==> src/rtl/seq_alu_core.sv <==
// seq_alu_core: multi-cycle unsigned ALU (ADD/SUB/MUL/DIV) with valid/ready
// handshakes on both sides and a 2*WIDTH-bit result plus status flags.
// MUL is iterative shift-add and DIV is restoring division; both take WIDTH
// EXEC cycles. ADD, SUB and divide-by-zero finish after one EXEC cycle.
// Optional feature macro ALU_ACC_EN adds an acc_sel port and a WIDTH-bit
// accumulator. The accumulator captures result[WIDTH-1:0] on every output
// handshake and can stand in for operand A at accept.
//
// state  | meaning
// S_IDLE | waiting for an operation, in_ready high
// S_EXEC | iterating; one shift-add / restoring step per cycle
// S_DONE | result and flags held until out_ready
module seq_alu_core #(
  parameter int WIDTH = 4
) (
  input  logic                 clk,
  input  logic                 rst,
  input  logic                 in_valid,
  output logic                 in_ready,
  input  logic [1:0]           op,
  input  logic [WIDTH-1:0]     a,
  input  logic [WIDTH-1:0]     b,
`ifdef ALU_ACC_EN
  input  logic                 acc_sel,
`endif
  output logic                 out_valid,
  input  logic                 out_ready,
  output logic [2*WIDTH-1:0]   result,
  output logic                 flag_carry,
  output logic                 flag_zero,
  output logic                 flag_dbz,
  output logic                 busy
);

  localparam int CW = $clog2(WIDTH + 1);
  localparam logic [1:0] OP_ADD = 2'b00;
  localparam logic [1:0] OP_SUB = 2'b01;
  localparam logic [1:0] OP_MUL = 2'b10;
  localparam logic [1:0] OP_DIV = 2'b11;

  typedef enum logic [1:0] {S_IDLE, S_EXEC, S_DONE} state_t;

  state_t             state;
  logic [1:0]         op_r;
  logic [WIDTH-1:0]   a_r;
  logic [WIDTH-1:0]   b_r;
  // MUL: {partial product, remaining multiplier}; DIV: {remainder, quotient/dividend}
  logic [2*WIDTH-1:0] p;
  logic [CW-1:0]      cnt;
  logic [WIDTH-1:0]   a_src;

  logic [WIDTH:0]     mul_add;
  logic [2*WIDTH-1:0] mul_next;
  logic [WIDTH:0]     div_shift;
  logic [WIDTH:0]     div_diff;
  logic               div_ge;
  logic [WIDTH-1:0]   div_rem;
  logic [2*WIDTH-1:0] div_next;
  logic [WIDTH:0]     add_sum;
  logic [WIDTH:0]     sub_diff;
  logic [2*WIDTH-1:0] fin_result;
  logic               fin_carry;
  logic               fin_dbz;

`ifdef ALU_ACC_EN
  logic [WIDTH-1:0]   acc;
  assign a_src = acc_sel ? acc : a;
`else
  assign a_src = a;
`endif

  // One iteration step for MUL/DIV and the final result/flags for each op
  always_comb begin
    mul_add    = {1'b0, p[2*WIDTH-1:WIDTH]} + (p[0] ? {1'b0, b_r} : {(WIDTH+1){1'b0}});
    mul_next   = {mul_add, p[WIDTH-1:1]};
    // 2*rem + bit < 2*b, so the shifted partial remainder always fits in WIDTH+1 bits
    div_shift  = {p[2*WIDTH-1:WIDTH], p[WIDTH-1]};
    div_diff   = div_shift - {1'b0, b_r};
    div_ge     = (div_shift >= {1'b0, b_r});
    div_rem    = div_ge ? div_diff[WIDTH-1:0] : div_shift[WIDTH-1:0];
    div_next   = {div_rem, p[WIDTH-2:0], div_ge};
    add_sum    = {1'b0, a_r} + {1'b0, b_r};
    sub_diff   = {1'b0, a_r} - {1'b0, b_r};
    fin_result = '0;
    fin_carry  = 1'b0;
    fin_dbz    = 1'b0;
    case (op_r)
      OP_ADD: begin
        fin_result = {{(WIDTH-1){1'b0}}, add_sum};
        fin_carry  = add_sum[WIDTH];
      end
      OP_SUB: begin
        fin_result = {{WIDTH{1'b0}}, sub_diff[WIDTH-1:0]};
        fin_carry  = sub_diff[WIDTH];
      end
      OP_MUL: begin
        fin_result = mul_next;
        fin_carry  = |mul_next[2*WIDTH-1:WIDTH];
      end
      default: begin
        if (b_r == '0) begin
          fin_result = {a_r, {WIDTH{1'b1}}};
          fin_dbz    = 1'b1;
        end else begin
          fin_result = div_next;
        end
      end
    endcase
  end

  // Control FSM, iteration datapath and registered outputs
  always_ff @(posedge clk or posedge rst) begin
    if (rst) begin
      state      <= S_IDLE;
      op_r       <= '0;
      a_r        <= '0;
      b_r        <= '0;
      p          <= '0;
      cnt        <= '0;
      result     <= '0;
      flag_carry <= 1'b0;
      flag_zero  <= 1'b0;
      flag_dbz   <= 1'b0;
      out_valid  <= 1'b0;
      in_ready   <= 1'b1;
      busy       <= 1'b0;
`ifdef ALU_ACC_EN
      acc        <= '0;
`endif
    end else begin
      case (state)
        S_IDLE: begin
          if (in_valid) begin
            op_r     <= op;
            a_r      <= a_src;
            b_r      <= b;
            p        <= {{WIDTH{1'b0}}, a_src};
            // one step for ADD/SUB and DIV-by-zero, WIDTH steps otherwise
            if (op == OP_MUL || (op == OP_DIV && b != '0))
              cnt <= CW'(WIDTH - 1);
            else
              cnt <= '0;
            state    <= S_EXEC;
            in_ready <= 1'b0;
            busy     <= 1'b1;
          end
        end
        S_EXEC: begin
          if (op_r == OP_MUL)
            p <= mul_next;
          else if (op_r == OP_DIV)
            p <= div_next;
          if (cnt == '0) begin
            result     <= fin_result;
            flag_carry <= fin_carry;
            flag_zero  <= (fin_result == '0);
            flag_dbz   <= fin_dbz;
            out_valid  <= 1'b1;
            state      <= S_DONE;
          end else begin
            cnt <= cnt - CW'(1);
          end
        end
        S_DONE: begin
          if (out_ready) begin
            out_valid <= 1'b0;
            in_ready  <= 1'b1;
            busy      <= 1'b0;
            state     <= S_IDLE;
`ifdef ALU_ACC_EN
            acc       <= result[WIDTH-1:0];
`endif
          end
        end
        default: begin
          state    <= S_IDLE;
          in_ready <= 1'b1;
          busy     <= 1'b0;
        end
      endcase
    end
  end

endmodule

==> config.mk <==
export PLATFORM = sky130hd
export DESIGN_NAME = seq_alu_core
export DESIGN_NICKNAME = d
export VERILOG_FILES = /design/src/rtl/seq_alu_core.sv
export SDC_FILE = /design/constraint.sdc
export NUM_CORES = 1
export LEC_CHECK = 0
export ABC_AREA = 1
export CAP_MARGIN = 25
export CORE_MARGIN = 8
export CORE_UTILIZATION = 40
export DETAILED_ROUTE_END_ITERATION = 7
export GPL_ROUTABILITY_DRIVEN = 1
export GPL_TIMING_DRIVEN = 0
export PLACE_DENSITY = 0.69
export SLEW_MARGIN = 10
export SYNTH_ARGS = -nofsm -noshare
export SYNTH_HDL_FRONTEND = slang
export SYNTH_SLANG_ARGS = --single-unit
==> constraint.sdc <==
create_clock -name clk -period 4.4 [get_ports clk]
set_input_delay 0.44 -clock clk [delete_from_list [all_inputs] [get_ports clk]]
set_output_delay 0.44 -clock clk [all_outputs]
set_load 0.01 [all_outputs]
* After elaboration in Yosys (flattened, before gate mapping)
Cells that the tools add are included.
Storage, ports and cells: bits of input ports 14, flip-flop bits (word level) 37
Cells by class: add/sub/neg operators 5, bitwise logic cells 1, reduce and logical (&&, ||, !) cells 19, eq/ne operators 12, multiplexer cells 27, $lt $le $gt $ge 1
Operators by type and width (number):
- 8-bit two-way mux | 4
- 8-bit case mux with 3 select lines | 1
- 8-bit case mux with 2 select lines | 1
- 3-bit AND reduction | 5
- 4-bit by 4-bit adder with 5-bit output | 2
- 2-bit == test, second input constant | 5
- 1-bit case mux with 3 select lines | 3
- 8-bit logical NOT | 1
- 2-bit two-way mux | 4
- 4-bit two-way mux | 2
- 2-bit inequality test, second input constant | 4
- 1-bit two-way mux | 7
- 3-bit two-way mux | 2
- 2-bit case mux with 3 select lines | 1
- 3-bit case mux with 2 select lines | 1
- 5-bit by 4-bit >= comparator with 1-bit output | 1
- 4-bit by 4-bit subtractor with 5-bit output | 1
- 2-bit by 1-bit == test with 1-bit output, second input constant | 2
- 2-bit logical NOT | 2
- 4-bit logical NOT | 1
- 2-bit AND reduction | 2
- 2-bit nonzero test | 2
- 4-bit nonzero test | 1
- 4-bit OR reduction | 1
- other kinds (9) | 9

* Logic depth before layout (Yosys ltp)
Gate-level depths: netlist of the first run.
depth after elaboration 6, gate-level depth with buffers 15, gate-level depth less buffers 15

* Worst setup path before layout of the first run
Ideal clock, no wire load.
kind reg2reg, start register b_r[0], end register flag_carry, cell stages (with the launch flop) 12, path buffers 0, arrival 1708 ps, setup slack 2575 ps, library setup time 118 ps, cell sequence dfrtp_1 -> nand2_1 -> inv_1 -> ha_1 -> inv_1 -> fa_1 -> xor2_1 -> nor2_2 -> nor4_1 -> nand2_1 -> nand2_1 -> nand2_1
On the way: word-level cells in the longest chain between the ends 4, elaborated cells between the ends (all ways) 6
Ends and longest elaborated chain:
- start, declared | line 46 | logic [WIDTH-1:0] b_r;
- start signal, assigned | line 117 | b_r <= '0;
- start signal, assigned | line 136 | b_r <= b;
- 4-bit two-way mux | line 74 | mul_add = {1'b0, p[2*WIDTH-1:WIDTH]} + (p[0] ? {1'b0, b_r} : {(WIDTH+1){1'b0}});
- 4-bit by 4-bit adder with 5-bit output | line 74
- 4-bit OR reduction | line 98 | fin_carry = |mul_next[2*WIDTH-1:WIDTH];
- 1-bit case mux with 3 select lines * | line 87 | case (op_r)
- end signal, assigned | line 155 | flag_carry <= fin_carry;
- end, declared | line 29 | output logic flag_carry,
Every way passes the cells marked *; elsewhere a longest branch is shown, timed or not. A chain may end at the register's enable or synchronous reset.

* Worst setup path in the final report of the first run
Same ends and word-level chain as after synthesis.

==> summary.txt, run 1 <==
Core Region - 6280 um2
CTS clk-pin slew, worst paths - 0.08 ns
routed len/inst - 13.9 um
fin nets - 403
sequential share of the synthesized area - 36.1%
Starting Density - 41.0%
post-synth top area share - 35.0%
FF-to-FF path depth - 11
clk_lat worst skew - 0.30 ns
commonest non-fill, non-tap cell in the layout - nand2_1
Cells after Synth - 333
wirelength, routed - 6.19 mm
ranking of synthesized cells by area - dfrtp_1 (35%), nand2_1 (12%), ha_1 (8.8%)
share of cells above drive strength 1 - 11.7%
Slew Viols, Final - 0
vias post-DR - 2240
Hold WC Path Type - flip-flop to flip-flop
Top Ports - 28
Yosys reg bits - 37
Fmax - 449 MHz
Final Setup Violations - 0
Slew HR - 46.8%
hold depth - 2
Num CTS Buffers - 5
Critical Path Fanout Max - 6
CTS H-tree depth - 2
setup slack, reg-to-reg - 2.17 ns
first-pass GRT wire length - 10.7 mm
Setup crit end kind - flip-flop
Leak - 0.00156 uW
initial antenna violation count - 0
diode count - 0
most frequent cells in the layout - nand2_1 (81), inv_1 (43), dfrtp_1 (36)
Startpoint Class - flip-flop
die width - 96.2 um
detailed-placement wirelength estimate - 4.97 mm
antenna viol nets, final - 0
Least-Margin Pin Slew - 0.797 ns
leading area contributor after synthesis - dfrtp_1
Port-buffer cells - 27
Ys Warns - 0
Post-Syn Area - 2570 um2
clock tree buffer depth - 2
1st-pass router iterations - 4
TNS Setup - 0 ns
clk sink count - 37
CTS tree - built
Critical Path AT - 2.41 ns
largest net degree at the start of global routing - 38
CP Data Required Time - 4.59 ns
Clock Root Buffer - clkbuf_8
vias in the first global route - 2321
drt via density - 5.03
Final Instance Area - 3030 um2
Cell Rows - 29
MaxCap Viol Count - 0
Mapped Nets - 369
Final Hold Fails - 0
Worst Hold End - out_valid
cts hold-fix bufs - 0
Pwr Total - 2350 uW
Total GRT Usage - 14.8%
Congestion Overflow GR - 0
hold_sp - out_valid
drc violations - 0
reg2reg start - b_r[0]
Post-DP Area - 2940 um2
syn avg cell area - 7.72 um2
initial drt markers - 112
period utilisation layout - 50.6%
die area - 9250 um2
Post-CTS Resized - 0
Max VDD drop - 0.312 mV
Worst Skew - 0.00433 ns
Chip Height - 96.2 um
status - finished, final reports clean
Power Density - 775 nW/um2
Final min period - 2.23 ns
RSZ-0062 raised after global routing - no
WS Path Type - flip-flop to flip-flop
Synth cell types - 37
GPL Wtd Cong - 0.889
P&R area growth vs syn - 18.0%
Post-CTS Setup Bufs - 0
Worst R2R End - flag_carry
-- report_power, final --
part / switching (uW) / total, uW / internal [uW] / leakage [uW]
logic: 900 / 1460 / 560 / 0.00105
clock network: 130 / 257 / 127 / 0.0000512
registers: 145 / 636 / 491 / 0.000461
-- worst max path at each step --
| stage | cells past startpoint | start | slack (ns) | end |
|---|---|---|---|---|
| 2_1_floorplan | 11 | b_r[0] | 2.57 | flag_carry |
| 3_3_place_gp | 2 | rst | 2.27 | b_r[1] |
| 3_5_place_dp | 11 | b_r[0] | 2.24 | flag_carry |
| 4_1_cts | 11 | b_r[0] | 2.21 | flag_carry |
| 5_1_grt | 11 | b_r[0] | 2.05 | flag_carry |
| 6_report | 11 | b_r[0] | 2.17 | flag_carry |
-- registers in the layout (all words and copies together) (netlist names), 2 cells and up --
signal and cells:
a_r 4, b_r 4, cnt 3, op_r 2, p 8, result 8, state 2
-- cells by family (layout without fill, tap and decap cells) --
kind of cell               after synthesis  count (layout)  synth area share [%]
AOI/OAI and AO/OA                       64              64                  14.5
buffers and inverters                   57              92                  8.71
adders and majority gates               22              22                  11.9
DFF                                     37              37                  36.1
xor gates and xnor gates                 3               3                  1.02
and+or+nand+nor                        150             150                  27.9
-- synthesized netlist by cell type (all sizes together) --
cell type and count:
ha 18, and3 1, nor2 27, nand3 29, o21ai 34, o21bai 1
xor2 3, a21oi 15, dfrtp 36, nor3 1, dfstp 1, nor4 1
o311ai 1, a21boi 1, buf 2, a31oi 6, clkinv 3, fa 4
inv 50, clkbuf 2, or2 1, nand3b 1, o22ai 2, nand2 89
o211ai 4
-- routing by layer --
metal | global-route usage [%] | up-vias | routed length (um) | share of wire, %
met5 | 0 | - | 0 | 0
met4 | 4.87 | 0 | 74 | 1.2
met3 | 3.04 | 10 | 242 | 3.9
met2 | 25.3 | 43 | 3020 | 49
met1 | 18.1 | 1040 | 2850 | 46
li1 | - | 1147 | - | -
-- cell type report --
| cell class | instances | area (um2) |
|---|---|---|
| Fill cell | 631 | 3240 |
| Multi-Input combinational cell | 239 | 1420 |
| Sequential cell | 37 | 927 |
| Timing Repair Buffer | 27 | 270 |
| Inverter | 53 | 200 |
| Tap cell | 77 | 96.3 |
| Clock buffer | 6 | 82.6 |
| Buffer | 4 | 23.8 |
| Clock inverter | 2 | 13.8 |
-- worst max-delay path: stages (launching register included) --
cell and delay (ns):
dfrtp_1 0.48, nand2_1 0.08, inv_1 0.06, ha_1 0.18, inv_1 0.06, fa_1 0.41, xor2_1 0.22, nor2_2 0.08
nor4_1 0.32, nand2_1 0.10, nand2_1 0.07, nand2_1 0.05
-- metrics by stage --
step	hold WS [ns]	instances	util [%]	setup WS (ns)
2_1_floorplan	0.504	333	-	2.57
3_3_place_gp	0.456	437	46.8	2.27
3_5_place_dp	0.467	437	46.8	2.24
4_1_cts	0.487	445	48.3	2.21
5_1_grt	0.512	445	48.3	2.05
6_report	0.485	445	48.3	2.17
Note: power is estimated with default switching activity, not from simulation.
==> run 2: changes to the inputs <==
Clock period 4.4 ns to 2.25 ns, I/O delays scaled along.
==> summary.txt, run 2 (same netlist as run 1, synthesis figures left out) <==
status - finished, final reports clean
RSZ-0062 raised after global routing - yes
period utilisation layout - 94.2% (+44 points)
Combinational Power Share - 62.2% (about the same)
setup ws final - 0.130 ns (-2.04 ns)
setup slack, reg-to-reg - 0.13 ns (-2.04 ns)
Pint - 2320 uW (+97%)
Max VDD drop - 0.612 mV (+96%)
first-pass GRT wire length - 10.7 mm (unchanged)
MaxCap Viol Count - 0 (unchanged)
reg2reg start - b_r[0]
vias post-DR - 2254 (+0.63%)
P&R area growth vs syn - 18.5%
Pwr Total - 4630 uW (+97%)
Hold WC Path Type - input pin to asynchronous set/reset pin
Final Hold Fails - 0 (unchanged)
Fmax - 472 MHz (+5.0%)
Final Setup Violations - 0 (unchanged)
Clock Root Buffer - clkbuf_8
Post-Place Setup Slack - 0.0884 ns (-2.15 ns)
clock tree buffer depth - 2 (unchanged)
Critical Path AT - 2.31 ns (-0.10 ns)
vias in the first global route - 2321 (unchanged)
Hold WS - 0.399 ns (-0.0862 ns)
wirelength, routed - 6.25 mm (+0.97%)
commonest non-fill, non-tap cell in the layout - nand2_1
Slew Viols, Final - 0 (unchanged)
Num CTS Buffers - 5 (unchanged)
Top Ports - 28 (unchanged)
Worst Skew - 0.00443 ns (+0.0000944 ns)
detailed-placement wirelength estimate - 4.97 mm (unchanged)
Total GRT Usage - 14.8% (unchanged)
Port-buffer cells - 27 (unchanged)
die area - 9250 um2 (unchanged)
largest net degree at the start of global routing - 38 (unchanged)
Clk pwr share - 10.9% (about the same)
post-layout util - 48.6% (+0.22 points)
Leak - 0.00156 uW (-0.14%)
Setup crit end kind - flip-flop
CTS H-tree depth - 2 (unchanged)
Final min period - 2.12 ns (-0.107 ns)
Power Density - 1520 nW/um2 (+96%)
drc violations - 0 (unchanged)
cts hold-fix bufs - 0 (unchanged)
share of cells above drive strength 1 - 13.3% (+1.6 points)
CTS tree - built
Slew HR - 46.6% (-0.22 points)
initial drt markers - 114 (+1.8%)
Core Region - 6280 um2 (unchanged)
switch share - 50.0% (about the same)
diode count - 0 (unchanged)
die width - 96.2 um (unchanged)
Congestion Overflow GR - 0 (unchanged)
drt via density - 5.07 (+0.62%)
fin nets - 403 (unchanged)
clk sink count - 37 (unchanged)
Final Instance Area - 3050 um2 (+0.45%)
NetSw - 2320 uW (+97%)
GPL Wtd Cong - 0.889 (unchanged)
Chip Height - 96.2 um (unchanged)
initial antenna violation count - 0 (unchanged)
Reg power frac - 26.9% (about the same)
Critical Path Fanout Max - 6 (unchanged)
Startpoint Class - flip-flop
Post-DP Area - 2940 um2 (unchanged)
clk_lat worst skew - 0.30 ns (about the same)
CP Data Required Time - 2.44 ns (-2.15 ns)
Cell Rows - 29 (unchanged)
routed len/inst - 14.0 um (+0.97%)
most frequent cells in the layout - nand2_1 (81), inv_1 (42), dfrtp_1 (33)
Worst R2R End - flag_carry
Least-Margin Pin Slew - 0.800 ns (+0.00329 ns)
Regs by FF count - p x8, result x8
Starting Density - 41.0% (unchanged)
antenna viol nets, final - 0 (unchanged)
CTS clk-pin slew, worst paths - 0.08 ns (about the same)
FF-to-FF path depth - 11 (unchanged)
1st-pass router iterations - 4 (unchanged)
WS Path Type - flip-flop to flip-flop
## run 2: per-layer routing
layer	GRT usage, %	part of all wire [%]
met3	3.04	4.8
met4	4.87	1.7
met5	0	0
met2	25.3	48
met1	18.1	45
## run 2: layout make-up
| cell class | count | area (um2) |
|---|---|---|
| Fill cell | 629 | 3230 |
| Multi-Input combinational cell | 239 | 1430 |
| Sequential cell | 37 | 931 |
| Timing Repair Buffer | 27 | 270 |
| Inverter | 53 | 200 |
| Tap cell | 77 | 96.3 |
| Clock buffer | 6 | 82.6 |
| Buffer | 4 | 23.8 |
| Clock inverter | 2 | 13.8 |
## run 2: worst max path at each step
stage | start | to | depth (start not counted)
after floorplan | b_r[0] | flag_carry | 11
after global placement | b_r[0] | flag_zero | 13
after detailed placement | b_r[0] | flag_carry | 11
after CTS | b_r[0] | flag_carry | 11
after global routing | b_r[1] | flag_zero | 15
final | b_r[0] | flag_carry | 11
## run 2: through the flow
stage                     setup TNS, ns  std cells
after floorplan                       0        333
after global placement                0        437
after detailed placement              0        437
after CTS                             0        445
after global routing           -0.00708        445
final                                 0        445
## run 2: power groups by stage
stage / Clock [uW] / Sequential [uW] / Combinational, uW
2_1_floorplan: 0 / 1220 / 2050
3_3_place_gp: 0 / 1240 / 2800
3_5_place_dp: 0 / 1250 / 2860
4_1_cts: 513 / 1240 / 2880
5_1_grt: 542 / 1290 / 3280
6_report: 503 / 1250 / 2880
## run 2: timing repair
item / in CTS / in global routing
setup endpoints to repair: 0 / 2
gates resized for setup: 0 / 6
buffers inserted: 0 / 0
## run 2: critical path, stage by stage, from the launching register on
cell and delay, ns:
dfrtp_2 0.44, nand2_1 0.07, inv_1 0.06, ha_1 0.18
inv_1 0.06, fa_1 0.41, xor2_1 0.22, nor2_2 0.09
nor4_2 0.28, nand2_1 0.09, nand2_1 0.07, nand2_1 0.05
==> run 3: changes to the inputs <==
Clock period 2.25 ns to 2.4 ns, I/O delays scaled along.
==> results of run 3 <==
The final DEF is identical to that of run 1. Status: finished, final reports clean.
Among the figures that moved: setup slack after placement 2.24 ns -> 0.238 ns; setup slack after layout 2.17 ns -> 0.173 ns; hold slack 0.485 ns -> 0.413 ns; register-to-register setup slack 2.17 ns -> 0.17 ns; total power 2350 uW -> 4310 uW; worst IR drop on VDD 0.312 mV -> 0.573 mV
